$ cat src/rtl/rate_select_tick_gen_if.sv
// Button inputs and tick/rate status outputs of the rate-select tick generator.
// The design drives tick/rate/led_rate through the slave modport; the stimulus side uses master.
interface rate_select_tick_gen_if;
    logic       btn_faster;
    logic       btn_slower;
    logic       tick;
    logic [1:0] rate;
    logic [3:0] led_rate;

    modport master (output btn_faster, output btn_slower,
                    input  tick, input rate, input led_rate);
    modport slave  (input  btn_faster, input btn_slower,
                    output tick, output rate, output led_rate);
endinterface

$ cat src/rtl/rate_select_tick_gen.sv
// Debounces two buttons, steps a 1/2/4/8 Hz rate FSM and emits a registered one-cycle tick at that rate.
// Button->rate: 2 sync + DEB_LEN..DEB_LEN+1 sample periods + 2 cycles; no backpressure, tick is a bare pulse.
module rate_select_tick_gen #(
    parameter int CLK_HZ  = 100_000_000,
    parameter int DEB_DIV = 100_000,
    parameter int DEB_LEN = 4
) (
    input logic                   clk,
    input logic                   rst,
    rate_select_tick_gen_if.slave bus
);
    localparam int              DIV_W    = (DEB_DIV > 1) ? $clog2(DEB_DIV) : 1;
    localparam logic [DIV_W-1:0] DIV_LAST = DIV_W'(DEB_DIV - 1);
    localparam logic [31:0]     P1HZ     = 32'(CLK_HZ);
    localparam logic [31:0]     P2HZ     = 32'(CLK_HZ / 2);
    localparam logic [31:0]     P4HZ     = 32'(CLK_HZ / 4);
    localparam logic [31:0]     P8HZ     = 32'(CLK_HZ / 8);

    typedef enum logic [1:0] {S1HZ = 2'd0, S2HZ = 2'd1, S4HZ = 2'd2, S8HZ = 2'd3} rate_e;

    // Bit 0 carries btn_faster, bit 1 carries btn_slower throughout the input path.
    logic [1:0]         sync1_q, sync2_q;
    logic [DIV_W-1:0]   div_q, div_d;
    logic               samp;
    logic [DEB_LEN-1:0] shf_q, shf_d, shs_q, shs_d;
    logic [1:0]         deb_q, deb_d, deb_hist_q, press_q, press_d;
    rate_e              state_q;
    logic [31:0]        period, cnt_q, cnt_d;
    logic               tick_q, tick_d;
    logic               step_up, step_dn, rate_chg;

    always_comb begin
        samp    = (div_q == DIV_LAST);
        div_d   = samp ? '0 : div_q + 1'b1;
        shf_d   = samp ? {shf_q[DEB_LEN-2:0], sync2_q[0]} : shf_q;
        shs_d   = samp ? {shs_q[DEB_LEN-2:0], sync2_q[1]} : shs_q;
        deb_d   = deb_q;
        if (&shf_q)       deb_d[0] = 1'b1;
        else if (~|shf_q) deb_d[0] = 1'b0;
        if (&shs_q)       deb_d[1] = 1'b1;
        else if (~|shs_q) deb_d[1] = 1'b0;
        press_d = deb_q & ~deb_hist_q;
    end

    assign step_up  = press_q[0] & ~press_q[1];
    assign step_dn  = press_q[1] & ~press_q[0];
    // Only a step that actually moves the rate restarts the period counter.
    assign rate_chg = (step_up && (state_q != S8HZ)) || (step_dn && (state_q != S1HZ));

    always_comb begin
        period = P1HZ;
        case (state_q)
            S1HZ: period = P1HZ;
            S2HZ: period = P2HZ;
            S4HZ: period = P4HZ;
            S8HZ: period = P8HZ;
            default: period = P1HZ;
        endcase
    end

    always_comb begin
        cnt_d  = cnt_q + 32'd1;
        tick_d = 1'b0;
        if (rate_chg) begin
            cnt_d = '0;
        end else if (cnt_q == period - 32'd1) begin
            cnt_d  = '0;
            tick_d = 1'b1;
        end
    end

    always_ff @(posedge clk or posedge rst) begin
        if (rst) begin
            sync1_q    <= '0;
            sync2_q    <= '0;
            div_q      <= '0;
            shf_q      <= '0;
            shs_q      <= '0;
            deb_q      <= '0;
            deb_hist_q <= '0;
            press_q    <= '0;
            cnt_q      <= '0;
            tick_q     <= 1'b0;
        end else begin
            sync1_q    <= {bus.btn_slower, bus.btn_faster};
            sync2_q    <= sync1_q;
            div_q      <= div_d;
            shf_q      <= shf_d;
            shs_q      <= shs_d;
            deb_q      <= deb_d;
            deb_hist_q <= deb_q;
            press_q    <= press_d;
            cnt_q      <= cnt_d;
            tick_q     <= tick_d;
        end
    end

    always_ff @(posedge clk or posedge rst) begin
        if (rst) begin
            state_q <= S1HZ;
        end else begin
            case (state_q)
                S1HZ: if (step_up) state_q <= S2HZ;
                S2HZ: if (step_up) state_q <= S4HZ; else if (step_dn) state_q <= S1HZ;
                S4HZ: if (step_up) state_q <= S8HZ; else if (step_dn) state_q <= S2HZ;
                S8HZ: if (step_dn) state_q <= S4HZ;
                default: state_q <= S1HZ;
            endcase
        end
    end

    assign bus.tick     = tick_q;
    assign bus.rate     = state_q;
    assign bus.led_rate = 4'b0001 << state_q;
endmodule

$ cat src/flat_wrapper.sv
// flat-port wrapper written by rule: the top's interface ports become plain ports
module rate_select_tick_gen_flat 
#(
    parameter int CLK_HZ  = 100_000_000,
    parameter int DEB_DIV = 100_000,
    parameter int DEB_LEN = 4
)
  (clk, rst, bus_btn_faster, bus_btn_slower, bus_tick, bus_rate, bus_led_rate);
  rate_select_tick_gen_if bus_i ();
  input logic clk;
  input logic rst;
  input wire logic [$bits(bus_i.btn_faster)-1:0] bus_btn_faster;
  input wire logic [$bits(bus_i.btn_slower)-1:0] bus_btn_slower;
  output wire logic [$bits(bus_i.tick)-1:0] bus_tick;
  output wire logic [$bits(bus_i.rate)-1:0] bus_rate;
  output wire logic [$bits(bus_i.led_rate)-1:0] bus_led_rate;
  assign bus_i.btn_faster = bus_btn_faster;
  assign bus_i.btn_slower = bus_btn_slower;
  assign bus_tick = bus_i.tick;
  assign bus_rate = bus_i.rate;
  assign bus_led_rate = bus_i.led_rate;
  rate_select_tick_gen #(.CLK_HZ(CLK_HZ), .DEB_DIV(DEB_DIV), .DEB_LEN(DEB_LEN)) u_core (.clk(clk), .rst(rst), .bus(bus_i));
endmodule
$ cat config.mk
export PLATFORM = sky130hd
export DESIGN_NAME = rate_select_tick_gen_flat
export DESIGN_NICKNAME = d
export VERILOG_FILES = /design/src/rtl/rate_select_tick_gen_if.sv /design/src/rtl/rate_select_tick_gen.sv /design/src/flat_wrapper.sv
export SDC_FILE = /design/constraint.sdc
export NUM_CORES = 1
export LEC_CHECK = 0
export ABC_AREA = 1
export ABC_CLOCK_PERIOD_IN_PS = 2700
export CAP_MARGIN = 20
export CORE_MARGIN = 1
export CORE_UTILIZATION = 55
export DETAILED_ROUTE_END_ITERATION = 8
export GPL_TIMING_DRIVEN = 1
export MAX_ROUTING_LAYER = met4
export PLACE_DENSITY = 0.81
export SLEW_MARGIN = 20
export SYNTH_ARGS = -nofsm -noshare
export SYNTH_HDL_FRONTEND = slang
export SYNTH_SLANG_ARGS = --single-unit
$ cat constraint.sdc
create_clock -name clk -period 2.7 [get_ports clk]
set_clock_uncertainty 0.1 [all_clocks]
set_input_delay 0.27 -clock clk [delete_from_list [all_inputs] [get_ports clk]]
set_output_delay 0.27 -clock clk [all_outputs]
set_load 0.01 [all_outputs]
==> results of run 1 <==
stage by stage:
stage,area [um2],hold WS [ps],instances,util,power [W]
global route,4130,247,606,0.635,0.00197
floorplan,3760,201,508,-,0.00109
detailed placement,3940,241,591,0.606,0.00110
global placement,3940,234,591,0.606,0.00110
finish,4130,206,606,0.635,0.00190
CTS,4130,215,606,0.635,0.00192
synth_stat cells, drive strengths merged:
| cell type | number |
|---|---|
| nand2 | 148 |
| xnor2 | 3 |
| o21a | 1 |
| o22ai | 1 |
| xor2 | 21 |
| buf | 6 |
| nand3 | 30 |
| nand3b | 1 |
| o21ai | 15 |
| clkinv | 1 |
| nand4 | 9 |
| dfrtp | 70 |
| and3 | 1 |
| inv | 68 |
| nor3b | 1 |
| ha | 2 |
| nor3 | 14 |
| nor2 | 105 |
| nor4 | 2 |
| a21oi | 8 |
| or2 | 1 |
flip-flops by register name, summed over array words and instances, names as in the netlist:
register,cells
u_core.sync2_q,2
u_core.cnt_q,32
u_core.shs_q,4
u_core.press_q,2
u_core.deb_hist_q,2
u_core.shf_q,4
u_core.deb_q,2
u_core.bus.rate,2
u_core.div_q,17
u_core.sync1_q,2
u_core.bus.tick,1
cells by family after synthesis:
| logic type | after synthesis |
|---|---|
| flops | 70 |
| xor+xnor | 24 |
| fa+ha+maj | 2 |
| simple gates | 312 |
| buf+inv | 75 |
| compound gates | 25 |
worst paths after layout:
path	start	end	slack, ps	cells after the start
min in group clk	u_core.sync1_q[1]$_DFF_PP0_	u_core.sync2_q[1]$_DFF_PP0_	250	0
max in group asynchronous	rst	u_core.cnt_q[0]$_DFF_PP0_	1990	3
setup reg to reg	u_core.bus.rate[1]$_DFFE_PP0P_	u_core.cnt_q[24]$_DFF_PP0_	710	11
hold reg to reg	u_core.sync1_q[1]$_DFF_PP0_	u_core.sync2_q[1]$_DFF_PP0_	250	0
setup / recovery	u_core.bus.rate[1]$_DFFE_PP0P_	bus_led_rate[3]	580	3
hold / removal	rst	u_core.cnt_q[29]$_DFF_PP0_	210	3
power by group:
group	switching [W]	internal, W
clock	0.000379	0.000444
combinational	0.0000203	0.00000696
sequential	0.000000721	0.00105
cells in the final DEF (no fill, tap or decap), types with 3 or more instances in the layout:
master           count
nand2_1            143
inv_2                6
nor2_2               3
inv_1               62
clkbuf_8            10
nand4_1              9
a21oi_1              8
nor2_1              99
nand3_1             28
xor2_1              21
dfrtp_1             70
nor3_1              12
clkdlybuf4s50_1     10
nor2_4               3
xnor2_1              3
o21ai_0             15
nand2_2              5
final cells by class:
class,count,area [um2],share of cell area
Sequential cell,70,1750,0.425
Inverter,69,259,0.0628
Clock inverter,4,47.5,0.0115
Multi-Input combinational cell,363,1700,0.412
Tap cell,77,96.3,0.0234
Timing Repair Buffer,12,128,0.0309
Clock buffer,11,141,0.0343
layer usage:
metal,vias to the layer above,global-route usage
met2,100,0.443
li1,1594,-
met1,1521,0.308
met4,0,0.139
met3,22,0.0669
met5,-,-
worst register-to-register path: cells and delay by family (launching register included):
kind | cells | cell delay (ps)
buffers and inverters | 2 | 140
flip-flops | 1 | 590
AND/OR/NAND/NOR | 9 | 1020
==> run metrics, run 1 <==
# hold bufs at CTS=0; Max VDD drop=0.000299 V; post-synth top area share=0.465; pwr/cell area=461 nW/um2; CTS tree=built; #FFs+latches synth=70; Buf/Inv on CP=2; met2 WL post-DR=4110 um; Netlist Area Pre-Place=3760 um2; Final setup viols=0; Worst Hold Class=in -> async; Tmin final=between 2000 and 2500 ps; area added between synthesis and finish=9.61%; clk root buf=clkbuf_8; leading area contributor after synthesis=dfrtp_1; core area=6490 um2; P_leak=1.93 nW; Worst Path Arrival=1750 ps; max_cap viols=0; failing checks=design-rule violations; Remaining DRCs=1; # nets final=531; RSZ-0062 raised after global routing=false; post-synthesis compound-gate area fraction=0.0342; H-tree depth=3; Fin. Hold Viols=0; CTS resizes=0; Clock Tree Buf Depth=2; largest net degree at the start of global routing=71; antenna viol nets, final=0; Critical Path Start Type=register; fin. max-slew vios=0; Simple-Gate Fraction of Synth Area=0.355; crit-path max cell delay=590 ps; final worst slack=around 580 ps; total CTS buffers=9; global-route wire length before repair=14300 um; Tcrit/Tclk final=0.784; Mapped Avg Cell Area=7.41 um2; vias in the first global route=roughly 3200; Gate Count Post-Synth=508; cell breakdown of the critical path=nand2_2 > inv_2 > clkdlybuf4s50_1; die area=7180 um2; Die Y=84.7 um; # IOs=11; clock slew at reported path FFs=80 ps; Top Family by Delay on Critical Path=buffers and inverters; M1 WL=3530 um; total number of vias=between 3000 and 4000; sum of negative setup slack=0 ps; sequential share of the synthesized area=0.465; Pre-antenna DRT Iters=9; setup bufs post-CTS=0; kind of critical path=reg -> out; antenna violations before repair=0; status=complete, but fails checks; WL per Instance=13.8 um; Adder-Cell Fraction of Synth Area=0.00665; worst slew pin tran=498 ps; post-synth net total=~500; mux share of post-synthesis cell area=0; wirelength, routed=8390 um; Highest Clock Rate=0.472 GHz; xor/xnor cell area share of the yosys netlist=0.0559; gr usage total=0.270; GR Overflow Total=0; die width=about 85 um; Worst slew margin=0.667; Critical-path top delay cell=dfrtp_1; DPL Wire Length=around 6000 um; Place WS=between 700 and 800 ps; top routing layer used=met4; clk sink count=70; Antenna diodes=0; largest family of logic cells by synthesized area=simple AND/OR/NAND/NOR gates; FP Rows=29; Critical Path RT=2330 ps; met3 wire len=493 um; Yosys warnings=0; clock latency on the worst-skew pair=350 ps; buffers added on ports=10; layout cells sized above 1=0.0718; unique cell type count in the Yosys netlist=30; iteration-0 DRC count of the detailed router=about 250; Via-to-Cell Ratio=5.34; synth top area cells=dfrtp_1, nand2_1, nor2_1, inv_1, xor2_1; CP Capture Type=output pin; Filler cells=590; Starting Density=0.579; worst-path maximum fanout=10; GPL Wtd Cong=about 0.95
Power figures use the tool's default switching activity.
==> run 2: changes to the inputs <==
--- a/config.mk
+++ b/config.mk
@@ -6,7 +6,7 @@
 export NUM_CORES = 1
 export LEC_CHECK = 0
 export ABC_AREA = 1
-export ABC_CLOCK_PERIOD_IN_PS = 2700
+export ABC_CLOCK_PERIOD_IN_PS = 2100
 export CAP_MARGIN = 20
 export CORE_MARGIN = 1
 export CORE_UTILIZATION = 55
==> constraint.sdc (replaced) <==
create_clock -name clk -period 2.1 [get_ports clk]
set_clock_uncertainty 0.1 [all_clocks]
set_input_delay 0.21 -clock clk [delete_from_list [all_inputs] [get_ports clk]]
set_output_delay 0.21 -clock clk [all_outputs]
set_load 0.01 [all_outputs]
==> run metrics, run 2 (synthesized netlist as in run 1, its figures left out) <==
reg2reg end=u_core.cnt_q[12]$_DFF_PP0_ (was u_core.cnt_q[24]$_DFF_PP0_); DP Area=3960 um2 (was 3940 um2); flop-to-flop setup slack=230 ps (was 710 ps); r2r startpoint=u_core.cnt_q[0]$_DFF_PP0_ (was u_core.bus.rate[1]$_DFFE_PP0P_); Critical-path top delay cell=dfrtp_1 (unchanged); core area=6490 um2 (unchanged); total number of vias=3217 (was 3237); Tcrit/Tclk final=0.949; top flop regs=u_core.cnt_q x32, u_core.div_q x17 (unchanged); Critical Path Start Type=register (unchanged); RSZ-0062 raised after global routing=false (unchanged); Worst Path Arrival=1680 ps (was 1750 ps); r2r worst-path depth=11 (unchanged); Die Y=84.7 um (unchanged); Starting Density=0.579 (unchanged); Highest Clock Rate=0.502 GHz; Fin. Hold Viols=0 (unchanged); clock slew at reported path FFs=70 ps (was 80 ps); sum of negative setup slack=0 ps (unchanged); hold slack=142 ps (was 206 ps); P_leak=1.92 nW (was 1.93 nW); Worst Hold Class=in -> async (unchanged); layout cells sized above 1=0.0756 (was 0.0718); crit-path max cell delay=550 ps (was 590 ps); GR Overflow Total=0 (unchanged); # nets final=532 (was 531); failing checks=design-rule violations (unchanged); status=complete, but fails checks (unchanged); gr usage total=0.255 (was 0.270); total CTS buffers=9 (unchanged); buffers added on ports=10 (unchanged); most common cell after layout, fill and taps aside=nand2_1 (unchanged); kind of critical path=reg -> out (unchanged); Worst slew margin=0.711 (was 0.667); vias in the first global route=3146 (was 3217); fin. max-slew vios=0 (unchanged); area added between synthesis and finish=9.47% (was 9.61%); clk sink count=70 (unchanged); clk root buf=clkbuf_8 (unchanged); final worst slack=108 ps (was 582 ps); clock latency on the worst-skew pair=340 ps (was 350 ps); Clock Tree Buf Depth=2 (unchanged); Critical Path RT=1790 ps (was 2330 ps); most flop-heavy register=u_core.cnt_q (unchanged); cell breakdown of the critical path=nand2_2 > inv_2 > clkdlybuf4s50_1 (unchanged); DPL Wire Length=5840 um (was 5980 um); antenna violations before repair=0 (unchanged); CP Capture Type=output pin (unchanged); # IOs=11 (unchanged); Max VDD drop=0.000448 V (was 0.000299 V); global-route wire length before repair=13800 um (was 14300 um); iteration-0 DRC count of the detailed router=200 (was 247); max_cap viols=0 (unchanged); commonest cells after routing, fill and taps aside=nand2_1, nor2_1, dfrtp_1 (unchanged); Tmin final=between 1500 and 2000 ps; die width=84.7 um (unchanged); WL per Instance=13.2 um (was 13.8 um); wirelength, routed=8010 um (was 8390 um); Antenna diodes=0 (unchanged); die area=7180 um2 (unchanged); worst slew pin tran=432 ps (was 498 ps); Place WS=268 ps (was 728 ps); antenna viol nets, final=0 (unchanged); Remaining DRCs=2 (was 1); H-tree depth=3 (unchanged); final instance area=4120 um2 (was 4130 um2); worst-path maximum fanout=9 (was 10); FP Rows=29 (unchanged); # hold bufs at CTS=0 (unchanged); Core Util, Final=0.634 (was 0.635); CTS tree=built (unchanged); largest net degree at the start of global routing=71 (unchanged); Pre-antenna DRT Iters=7 (was 9); Largest register FFs=32 (unchanged); Via-to-Cell Ratio=5.31 (was 5.34); pwr/cell area=561 nW/um2 (was 461 nW/um2); GPL Wtd Cong=0.958 (was 0.949); Final setup viols=0 (unchanged)
-- run 2: cell types whose count changed in the layout (fill, tap and decap cells not counted), sizes merged --
| cell | delta |
|---|---|
| clkbuf | -1 |
| clkinvlp | +1 |
| buf | +1 |
| bufinv | -1 |
-- run 2: layer usage --
layer | vias up | wire [um] | GRT usage
met5 | - | 0 | -
met4 | 0 | 265 | 0.133
met3 | 25 | 393 | 0.0570
met2 | 108 | 3850 | 0.403
met1 | 1485 | 3500 | 0.307
li1 | 1599 | - | -
-- run 2: metrics by stage --
stage                     power (W)  instances
after floorplan             0.00140        508
after global placement      0.00142        592
after detailed placement    0.00142        592
after CTS                   0.00235        606
after global routing        0.00241        606
final                       0.00231        606
-- run 2: critical path: cells and delay by family (launching register included) --
kind,cells,cell delay (ps)
buf+inv,2,640
flops,1,550
simple gates,1,150
-- run 2: repair_timing --
item | in CTS | in global routing
resized for setup | 0 | 1
buffers inserted | 0 | 0
setup endpoints to repair | 0 | 1
-- run 2: how the worst max path moves through the flow --
stage	from	end	slack, ps	cells after the start
after detailed placement	u_core.cnt_q[0]$_DFF_PP0_	u_core.cnt_q[12]$_DFF_PP0_	270	11
final	u_core.bus.rate[0]$_DFFE_PP0P_	bus_led_rate[3]	110	3
after CTS	u_core.bus.rate[1]$_DFFE_PP0P_	bus_led_rate[3]	60	3
after global placement	u_core.cnt_q[0]$_DFF_PP0_	u_core.cnt_q[0]$_DFF_PP0_	350	11
after global routing	u_core.bus.rate[0]$_DFFE_PP0P_	bus_led_rate[1]	10	3
after floorplan	rst	u_core.bus.rate[0]$_DFFE_PP0P_	20	1
-- run 2: layout make-up --
type | count | area, um2
tap | 77 | 96.3
clock buffer | 10 | 138
timing repair buffer | 13 | 148
inverter | 69 | 259
sequential | 70 | 1750
clock inverter | 4 | 25.0
multi-input combinational | 363 | 1700
fill | 563 | 2370
-- run 2: report_power, final --
group	internal [W]	total, W	leakage, nW	switching [W]
registers	0.00135	0.00135	0.938	0.000000917
logic	0.00000893	0.0000345	0.898	0.0000256
clock network	0.000443	0.000925	0.0800	0.000482
total	0.00180	0.00231	1.92	0.000509
